$ cat src/rtl/alu_op_sequencer.sv
// alu_op_sequencer: accepts one ALU request, holds operands/select for SETTLE_CYCLES,
// captures the result mux output and returns it; illegal opcodes get an error response.
// Ports: clk, rst_n, req_valid/req_ready/req_op/req_a/req_b, alu_a/alu_b/mux_sel,
// alu_result, rsp_valid/rsp_ready/rsp_data/rsp_err, busy.
// Optional macro ALU_SEQ_FLAGS_EN adds registered rsp_zero / rsp_ovf outputs.
module alu_op_sequencer #(
  parameter int SETTLE_CYCLES = 1,
  parameter int NUM_OPS       = 6
) (
  input  logic       clk,
  input  logic       rst_n,
  input  logic       req_valid,
  output logic       req_ready,
  input  logic [2:0] req_op,
  input  logic [3:0] req_a,
  input  logic [3:0] req_b,
  output logic [3:0] alu_a,
  output logic [3:0] alu_b,
  output logic [2:0] mux_sel,
  input  logic [7:0] alu_result,
  output logic       rsp_valid,
  input  logic       rsp_ready,
  output logic [7:0] rsp_data,
  output logic       rsp_err,
  output logic       busy
`ifdef ALU_SEQ_FLAGS_EN
  ,
  output logic       rsp_zero,
  output logic       rsp_ovf
`endif
);

  typedef enum logic [1:0] {
    IDLE,
    SETTLE,
    RESP
  } state_t;

  localparam logic [3:0] CNT_INIT = 4'(SETTLE_CYCLES - 1);
  localparam logic [3:0] NOPS     = 4'(NUM_OPS);

  state_t     state_q, state_d;
  logic [3:0] cnt_q, cnt_d;
  logic [3:0] a_d, b_d;
  logic [2:0] sel_d;
  logic [7:0] data_d;
  logic       err_d;
  logic       legal;
`ifdef ALU_SEQ_FLAGS_EN
  logic       zero_d, ovf_d;
`endif

  assign legal     = {1'b0, req_op} < NOPS;
  assign req_ready = (state_q == IDLE);
  assign rsp_valid = (state_q == RESP);
  assign busy      = (state_q != IDLE);

  always_comb begin
    state_d = state_q;
    cnt_d   = cnt_q;
    a_d     = alu_a;
    b_d     = alu_b;
    sel_d   = mux_sel;
    data_d  = rsp_data;
    err_d   = rsp_err;
`ifdef ALU_SEQ_FLAGS_EN
    zero_d  = rsp_zero;
    ovf_d   = rsp_ovf;
`endif
    unique case (state_q)
      IDLE: begin
        if (req_valid) begin
          if (legal) begin
            a_d     = req_a;
            b_d     = req_b;
            sel_d   = req_op;
            cnt_d   = CNT_INIT;
            state_d = SETTLE;
          end else begin
            // illegal ops bypass the datapath entirely
            data_d  = 8'h00;
            err_d   = 1'b1;
`ifdef ALU_SEQ_FLAGS_EN
            zero_d  = 1'b0;
            ovf_d   = 1'b0;
`endif
            state_d = RESP;
          end
        end
      end
      SETTLE: begin
        if (cnt_q == 4'd0) begin
          data_d  = alu_result;
          err_d   = 1'b0;
`ifdef ALU_SEQ_FLAGS_EN
          zero_d  = (alu_result == 8'h00);
          ovf_d   = |alu_result[7:4];
`endif
          state_d = RESP;
        end else begin
          cnt_d = cnt_q - 4'd1;
        end
      end
      RESP: begin
        if (rsp_ready) state_d = IDLE;
      end
      default: state_d = IDLE;
    endcase
  end

  always_ff @(posedge clk or negedge rst_n) begin
    if (!rst_n) begin
      state_q  <= IDLE;
      cnt_q    <= 4'd0;
      alu_a    <= 4'd0;
      alu_b    <= 4'd0;
      mux_sel  <= 3'd0;
      rsp_data <= 8'd0;
      rsp_err  <= 1'b0;
`ifdef ALU_SEQ_FLAGS_EN
      rsp_zero <= 1'b0;
      rsp_ovf  <= 1'b0;
`endif
    end else begin
      state_q  <= state_d;
      cnt_q    <= cnt_d;
      alu_a    <= a_d;
      alu_b    <= b_d;
      mux_sel  <= sel_d;
      rsp_data <= data_d;
      rsp_err  <= err_d;
`ifdef ALU_SEQ_FLAGS_EN
      rsp_zero <= zero_d;
      rsp_ovf  <= ovf_d;
`endif
    end
  end

endmodule

$ cat config.mk
export PLATFORM = sky130hd
export DESIGN_NAME = alu_op_sequencer
export DESIGN_NICKNAME = d
export VERILOG_FILES = /design/src/rtl/alu_op_sequencer.sv
export SDC_FILE = /design/constraint.sdc
export NUM_CORES = 1
export LEC_CHECK = 0
export CAP_MARGIN = 20
export CORE_MARGIN = 5
export CORE_UTILIZATION = 37
export DETAILED_ROUTE_END_ITERATION = 6
export PLACE_DENSITY_LB_ADDON = 0.3
export SYNTH_ARGS = -nofsm -noshare
export SYNTH_HDL_FRONTEND = slang
export SYNTH_SLANG_ARGS = --single-unit
$ cat constraint.sdc
create_clock -name clk -period 1.7 [get_ports clk]
set_clock_uncertainty 0.15 [all_clocks]
set_input_delay 0.34 -clock clk [delete_from_list [all_inputs] [get_ports clk]]
set_output_delay 0.34 -clock clk [all_outputs]
set_load 0.01 [all_outputs]
-- Yosys cells after proc, flatten, opt, wreduce, memory -nomap -nowiden
Index checks and enable logic that the tools add are counted.
- add/sub/neg operators: 1
- order comparisons: 1
- mux-type cells: 17
- equality and inequality tests: 8
- reductions and logical operators: 8
- operators with widths (cell ; count):
    $mux W8 ; 3
    $pmux W8 S2 ; 1
    $mux W4 ; 3
    $mux W2 ; 4
    $ne A2 B2 Y1 const B ; 4
    $pmux W4 S2 ; 1
    $reduce_and A4 Y1 ; 2
    $pmux W2 S3 ; 1
    $reduce_and A3 Y1 ; 2
    $logic_not A4 Y1 ; 1
    $ne A2 B1 Y1 const B ; 2
    $reduce_bool A2 Y1 ; 2
    $sub A4 B1 Y4 const B ; 1
    $lt A3 B3 Y1 const B ; 1
    $mux W1 ; 3
    $eq A2 B1 Y1 const B ; 1
    $eq A2 B2 Y1 const B ; 1
    $logic_not A2 Y1 ; 1
    $pmux W1 S2 ; 1
- logic and storage cells: 42
- register bits after elaboration: 26
- input bits: 23
- output and inout bits: 23

-- Depth between registers and ports, before layout
Gate-level depths: netlist of run 1.
- depth after elaboration: 4
- mapped depth: 5
- depth with buffers taken out: 5

-- Worst setup path after synthesis of run 1
No wires, ideal clock.
- path type: flip-flop to flip-flop
- from: reg cnt_q[0]
- to: reg cnt_q[1]
- arrival: 1529 ps
- clock period less this slack: 1804 ps
- library setup time: 125 ps
- required time: 1425 ps
- cell stages (with the launch flop): 6
- buffers on the path: 0
- path slack: -104 ps
- cells stage by stage: dfrtp_1 inv_1 ha_1 or3b_4 a32o_2 mux2_4
- longest elaborated chain between the ends: 3
- elaborated cells between the ends (all ways): 6
- classes of those cells: add/sub: 1; eq/ne: 1; mux: 2; reduce/logical: 2
- ends and longest elaborated chain (element ; line ; source):
    start: declaration ; 43 ; logic [3:0] cnt_q, cnt_d;
    start signal: assignment ; 126 ; cnt_q <= cnt_d;
    $sub A4 B1 Y4 / $logic_not A4 Y1 (equally long branches) ; 101, 92 ;
    $mux W4 / $ne A2 B2 Y1 (equally long branches) ; - ;
    $pmux W4 S2 / $reduce_and A4 Y1 (equally long branches) ; - ;
Parallel ways exist; a longest one is shown, timed or not. The select of a mux whose other input is x is not followed.
A chain may end at the register's enable or synchronous reset.

-- Worst setup path after layout of run 1
- from: reg cnt_q[1]
- to: reg cnt_q[1]
Same word-level chain as after synthesis.

==> metrics list, run 1 <==
- The run finished, with violations left.
- Violated checks: negative setup slack
* Port bufs: 45
* Placed wire-length estimate: 1959 um
* Std cell rows: 19
- Vias per inst: around 4.9
- On the worst path, the slowest cell contributes a delay of 0.41 ns.
- The most common cell in the synthesized netlist is sky130_fd_sc_hd__dfrtp_1.
* Chip Width: 63.99 um
- Avg Cell Area, Syn: 13.48 um2
- The signal on the critical path passes through inv_2 -> ha_4 -> or3b_4 -> a32o_2 -> mux2_4.
- Summing over every cut layer, the via total after detailed routing is 864.
* Static Leakage: 0.8566 nW
- Slew at the pin closest to its max-slew limit: 0.3988 ns
- Initial antenna violation count: 0
- Summing all non-filler instances in the final layout gives an area of 0.001782 mm2.
- TritonCTS Buffers: 3
- Sort of element at the start of the critical path: flip-flop
- For this run, design rule violations remaining after detail routing come to 0.
- After synthesis, the share of flip-flops with an asynchronous set or reset is 1.000.
* Post-synthesis instance total: 80
* Hold/Removal Path Class: input port to async pin
* Final Setup Violations: 12
- Clock root buffer master: sky130_fd_sc_hd__clkbuf_4
* FF+latch count, synth: 26
* RePlAce Congestion: around 0.74
- Type of destination of the critical path: flip-flop
- First-pass detailed-route iteration total: 3
* Total Wirelength: 2685 um
- The setup path with the least slack is of type flip-flop to flip-flop.
- The slowest stage of the critical path belongs to the cell sky130_fd_sc_hd__dfrtp_1.
* Remaining max-slew budget at the tightest pin: 0.7335
* Clock net sink count: 26
* Total global routing overflow: 0
- Yosys mapped the design onto 23 distinct sky130hd cell types.
- Fill cells in the final layout number 226.
- For this design the ratio of total power to cell area is about 1700 mW/mm2.
* Maximum root-to-sink buffer count: 2
* Synth Flop Type: sky130_fd_sc_hd__dfrtp_1
* Share of the synthesized area in the top cell type: 0.6032
* Global-route wire length before repair: 4885 um
- Arrival time at the worst endpoint: about 1.9 ns
* Number of top-level pins: 46
- Cell area after synthesis: roughly 0.0011 mm2
- Reported max-cap violation count: 0
- At the worst endpoint, the required time is 1.76 ns.
* Wire length per cell after detailed routing: 15.17 um
* Number of nets in the finished design: 172
- Starting DRT DRC Count: 18
- 0 antenna diodes ended up in the layout.
- Yosys top cell by area: sky130_fd_sc_hd__dfrtp_1
- Largest cells by area after synthesis: sky130_fd_sc_hd__dfrtp_1 (60%), sky130_fd_sc_hd__mux2_2 (11%), sky130_fd_sc_hd__a22o_1 (6.5%)
- Across every metal layer, demand over resource in global routing totals 0.1465.
- On the final layout, the worst hold slack is 0.2127 ns.
- Dividing the final minimum period by the clock period gives 1.055.
- TritonCTS clock tree: yes
- Worst Setup Slack post-DPL: -0.2855 ns
- Area growth from synthesis to layout: 65.20%
- The share of the Yosys chip area taken by registers is 0.6032.
- Yosys printed 0 warnings.
* Initial Utilization: 0.3878
- Synthesized net count: 105
- Along the worst path, the maximum fanout reaches 2.
* H-tree levels: 1
- Summing all flip-flop and latch instances after layout gives 651.9 um2.
* Maximum vdd ir drop: 1023 uV
* Pin count of the biggest net entering global routing: 27
* Proportion of layout cells with a drive suffix above 1: 0.3493
* Period minus WS final: 1.794 ns
- The count of pins over their slew limit was 0.
- After layout, the design draws a total of 3.088 mW.
- The die is approximately 64 um tall.
- Setup slack after layout: -0.09397 ns
* Setup repair after global routing missed its margin: true
- Synth cell count leaders: sky130_fd_sc_hd__dfrtp_1 (26), sky130_fd_sc_hd__mux2_2 (11), sky130_fd_sc_hd__a22o_1 (8)
- Yosys mapped a number of flops with a built-in enable equal to 0.
* Clock insertion delay at the later pin of the skew report: 0.31 ns
- Count of placed standard cells in the final layout, fillers left out: between 150 and 200
- Derived from the worst setup path, the maximum achievable clock frequency is 557.4 MHz.
- Total area of multi-input combinational cells: roughly 450 um2
- Vias in the first global route: just under 1000
* Area of the die: 0.004095 mm2
- Final Hold Viols: 0
- Once placement completed, the tool counted placed cells totaling 168.
- Dpl cell area: approximately 0.0017 mm2
- The detail route stage leaves a number of antenna-violating nets equal to 0.
* CORE AREA: 0.002781 mm2
- After clock tree synthesis, the clock-pin slew on the worst setup and hold paths is 0.14 ns.
flip-flops by register name, summed over array words and instances (netlist names):
register,count
cnt_q,4
rsp_data,8
alu_a,4
state_q,2
rsp_err,1
alu_b,4
mux_sel,3
final timing paths:
check	from	depth (start not counted)	to	slack, ns
worst max-delay path	cnt_q[1]$_DFFE_PN0P_	5	cnt_q[1]$_DFFE_PN0P_	-0.09
worst min-delay path	rst_n	2	alu_a[1]$_DFFE_PN0P_	0.21
worst max register to register	cnt_q[1]$_DFFE_PN0P_	5	cnt_q[1]$_DFFE_PN0P_	-0.09
worst min register to register	rsp_data[0]$_DFFE_PN0P_	1	rsp_data[0]$_DFFE_PN0P_	0.36
max in group asynchronous	rst_n	2	state_q[0]$_DFFE_PN0P_	0.92
min in group clk	rsp_data[0]$_DFFE_PN0P_	1	rsp_data[0]$_DFFE_PN0P_	0.36
kinds of logic (layout without fill, tap and decap cells):
| logic type | after synthesis | count (layout) | share of synthesized area |
|---|---|---|---|
| AOI/OAI and AO/OA | 17 | 17 | 0.1276 |
| xor gates and xnor gates | 1 | 1 | 0.008122 |
| adders and majority gates | 2 | 2 | 0.02320 |
| buffers and inverters | 7 | 73 | 0.02552 |
| DFF | 26 | 26 | 0.6032 |
| muxes | 12 | 12 | 0.1288 |
| and+or+nand+nor | 15 | 15 | 0.08352 |
cells in the final DEF (no fill, tap or decap), types with 3 or more instances in the layout:
| cell | count |
|---|---|
| sky130_fd_sc_hd__dfrtp_1 | 25 |
| sky130_fd_sc_hd__clkdlybuf4s50_1 | 22 |
| sky130_fd_sc_hd__dlygate4sd2_1 | 20 |
| sky130_fd_sc_hd__buf_4 | 15 |
| sky130_fd_sc_hd__mux2_2 | 11 |
| sky130_fd_sc_hd__a22o_1 | 8 |
| sky130_fd_sc_hd__inv_1 | 4 |
| sky130_fd_sc_hd__clkbuf_4 | 3 |
layer usage:
layer | vias up | part of all wire | GRT usage
li1 | 421 | - | -
met4 | 0 | 0.0034 | 0.03117
met2 | 28 | 0.50 | 0.2387
met3 | 2 | 0.066 | 0.04378
met5 | - | 0 | 0
met1 | 413 | 0.43 | 0.1923
power by group:
group          switching (mW)  internal [mW]  total [mW]
registers               0.155          0.894        1.05
clock network           0.180          0.238       0.418
logic                   0.710          0.912        1.62
critical path: cells and delay by family, from the launching register on:
kind            cells  cell delay, ns
simple gates        1            0.37
buf+inv             1            0.08
compound gates      1            0.26
mux                 1            0.30
flops               1            0.41
fa+ha+maj           1            0.12
area by class of cell:
type	count	area share
Clock inverter	1	0.01685
Timing Repair Buffer	63	0.3174
Sequential cell	26	0.3659
Inverter	6	0.01264
Tap cell	31	0.02177
Clock buffer	3	0.01264
Multi-Input combinational cell	47	0.2528
per-stage QoR:
step                      utilization   TNS, ns
after floorplan                     -  -0.08030
after global placement         0.6014    -3.472
after detailed placement       0.6014    -3.768
after CTS                      0.6275   -0.4618
after global routing           0.6406    -1.167
final                          0.6406   -0.3897
timing repair:
action,4_1_cts,5_1_grt
buffers inserted,2,3
hold buffers,0,0
gates resized for setup,36,11
pin swaps,2,2
cloned,0,0
setup endpoints to repair,35,18
(Power assumes the default switching activity.)
==> inputs of run 2 (changes only) <==
- CORE_MARGIN: 5 -> 10
- GPL_ROUTABILITY_DRIVEN: unset -> 0
==> metrics list, run 2 (synthesized netlist as in run 1, its figures left out) <==
- Via count: 910 (+5.3%)
* Vias in the first global route: 1060 (+8.2%)
* Worst reg2reg endpoint: cnt_q[1]$_DFFE_PN0P_
* Critical path class: flip-flop to flip-flop
- Number of top-level pins: 46 (unchanged)
- Required time worst endpoint: 1.77 ns (about the same)
- The run finished, with violations left.
- STA classifies the critical path endpoint as a flip-flop.
- The number of sinks on the clock net was 26 (unchanged).
- Cell type group with the largest total delay on the critical path: flip-flops
- The number of hold buffers added after cts was 0 (unchanged).
* Power density normalized to cell area: 1739 mW/mm2 (+0.37%)
* Total area of multi-input combinational cells: 462.9 um2 (+2.8%)
* Reported max-cap violation count: 0 (unchanged)
- The worst path setup slack after routing was -0.09992 ns (-0.005954 ns).
- The half-perimeter wire length of the detailed placement result was 2195 um (+12%).
* Initial Utilization: 0.3878 (unchanged)
- The average wire length per cell after detail routing is 16.78 um (+11%).
- Ranked by flip-flop count, first place goes to rsp_data.
* Area growth from synthesis to layout: 68.91%
- Final core area utilization: 0.6550 (+0.01439)
* DRC viols: 0 (unchanged)
- The min-delay analysis places its worst path in the category input port to async pin.
- Clock insertion delay at the later pin of the skew report: 0.32 ns (about the same)
- H-tree levels: 1 (unchanged)
- The reported leakage power came to 0.8763 nW (+2.3%).
- The pin count of the biggest net entering global routing is 27 (unchanged).
- The checks that failed: negative setup slack.
- The total inserted antenna cells was 0 (unchanged).
* Flip-flop count of the largest register, all copies and words added: 8 (unchanged)
* Maximum root-to-sink buffer count: 2 (unchanged)
* Clock root buffer master: sky130_fd_sc_hd__clkbuf_4
- The first-pass detailed-route iteration total is 4 (+1).
- The fraction of layout cells with a size suffix above 1 came to 0.3581 (+0.008793).
- Worst Reg2Reg Path Length in Cells: 5 (unchanged)
* Total routing usage reported by global routing: 0.1131 (-0.03337)
- Slew Viols, Final: 0 (unchanged)
- Period minus WS final: 1.800 ns (+0.005954 ns)
- The largest voltage drop on the vdd net was 1082 uV (+5.8%).
- Setup repair after global routing missed its margin: true
- Total global routing overflow: 0 (unchanged)
- CP bufs+invs: 1 (unchanged)
- Worst reg2reg setup slack: -0.1 ns (about the same)
- Antenna-violating nets left: 0 (unchanged)
- The post-detailed-route via-to-cell ratio came to 5.084 (+4.1%).
- Reg2Reg Launch Point: cnt_q[0]$_DFFE_PN0P_
- The area used by sequential logic in the layout came to 650.6 um2 (-0.19%).
* Max frequency: 555.6 MHz (-0.33%)
* Final Hold Viols: 0 (unchanged)
* DIE HEIGHT: 73.99 um (+16%)
* TritonCTS clock tree: yes
* Remaining max-slew budget at the tightest pin: 0.7003 (-0.03329)
- The number of antenna violations at the first check in global routing was 0 (unchanged).
- The number of fill cells in the layout came to 223 (-1.3%).
* Global-route wire length before repair: 4988 um (+2.1%)
- Port bufs: 45 (unchanged)
- For this design, the slowest cell found on the critical path is sky130_fd_sc_hd__dfrtp_1.
- Total Wirelength: 3004 um (+12%)
* Std cell rows: 19 (unchanged)
- Area of the die: 0.005475 mm2 (+34%)
- Chip Width: 73.99 um (+16%)
- Slew at the pin closest to its max-slew limit: 0.4492 ns (+0.05039 ns)
* Final Setup Violations: 13 (+1)
- The number of nets in the finished design is 174 (+1.2%).
* Starting DRT DRC Count: 51 (+33)
* Most frequent cells in the layout: sky130_fd_sc_hd__dfrtp_1 (26), sky130_fd_sc_hd__clkdlybuf4s50_1 (22), sky130_fd_sc_hd__dlygate4sd2_1 (20)
- The worst-case setup slack after placement came to -0.2942 ns (-0.008683 ns).
* Tcrit/Tclk final: 1.059 (+0.003502)
* CP peak stage delay: 0.42 ns (about the same)
* CORE AREA: 0.002781 mm2 (unchanged)
- Arrival time at the worst endpoint: 1.87 ns (about the same)
* Biggest fanout along the worst timing path: 2 (unchanged)
- The number of buffers inserted during clock tree synthesis was 3 (unchanged).
* Sort of element at the start of the critical path: flip-flop
- Crit-path cells: inv_2 -> ha_4 -> or3b_4 -> a32o_2 -> mux2_4
- The library cell used most frequently in the layout, excluding fill and tap cells, is sky130_fd_sc_hd__dfrtp_1.
- Clock transition time at the flip-flop clock pins of the worst setup and hold paths: 0.14 ns (about the same)
[run 2: cell count changes in the layout (fill, tap and decap cells not counted), sizes merged]
cell,change
clkbuf,+1
buf,+1
[run 2: metal layers]
| layer | global-route usage | vias up | share of wire |
|---|---|---|---|
| met5 | 0 | - | 0 |
| met4 | 0.03727 | 0 | 0.011 |
| met3 | 0.05718 | 4 | 0.11 |
| met2 | 0.1761 | 34 | 0.47 |
| met1 | 0.1325 | 447 | 0.41 |
| li1 | - | 425 | - |
[run 2: worst max-delay path by stage]
stage                      startpoint                       to  slack [ns]  depth (start not counted)
6_report         cnt_q[0]$_DFFE_PN0P_     cnt_q[1]$_DFFE_PN0P_        -0.1                          5
5_1_grt        state_q[0]$_DFFE_PN0P_  rsp_data[3]$_DFFE_PN0P_       -0.15                          4
4_1_cts          cnt_q[1]$_DFFE_PN0P_     cnt_q[1]$_DFFE_PN0P_       -0.10                          5
3_5_place_dp                req_valid  rsp_data[3]$_DFFE_PN0P_       -0.29                          4
3_3_place_gp                req_valid  rsp_data[4]$_DFFE_PN0P_       -0.25                          4
2_1_floorplan    cnt_q[0]$_DFFE_PN0P_     cnt_q[1]$_DFFE_PN0P_       -0.08                          5
[run 2: where the power goes]
group	total (mW)	switching, mW	internal [mW]
Sequential	1.04	0.145	0.891
Combinational	1.71	0.757	0.954
Clock	0.422	0.183	0.238
[run 2: timing repair]
| action | in CTS | in global routing |
|---|---|---|
| endpoints found under the setup margin | 35 | 29 |
| hold endpoints to repair | 0 | 0 |
| gates cloned | 0 | 1 |
| pin swaps | 4 | 4 |
| setup buffers | 5 | 1 |
| gates resized for setup | 38 | 10 |
[run 2: through the flow]
stage,hold WS [ns],total power [mW],setup TNS [ns],std cells,area (um2)
after floorplan,-0.1056,1.784,-0.08030,80,1079
after global placement,0.3373,2.653,-3.427,169,1680
after detailed placement,0.3379,2.701,-3.794,169,1680
after CTS,0.2187,3.103,-0.4342,178,1777
after global routing,0.2339,3.408,-1.550,179,1822
final,0.2086,3.169,-0.8804,179,1822
[run 2: layout make-up]
| class | instances | share of cell area |
|---|---|---|
| sequential | 26 | 0.3571 |
| timing repair buffer | 65 | 0.3262 |
| multi-input combinational | 47 | 0.2541 |
| tap | 31 | 0.02129 |
| clock inverter | 1 | 0.01648 |
| clock buffer | 3 | 0.01236 |
| inverter | 6 | 0.01236 |
==> inputs of run 3 (changes only) <==
- GPL_ROUTABILITY_DRIVEN: 0 -> unset
==> results of run 3 <==
The final DEF is identical to that of run 2; final timing and power are the same.
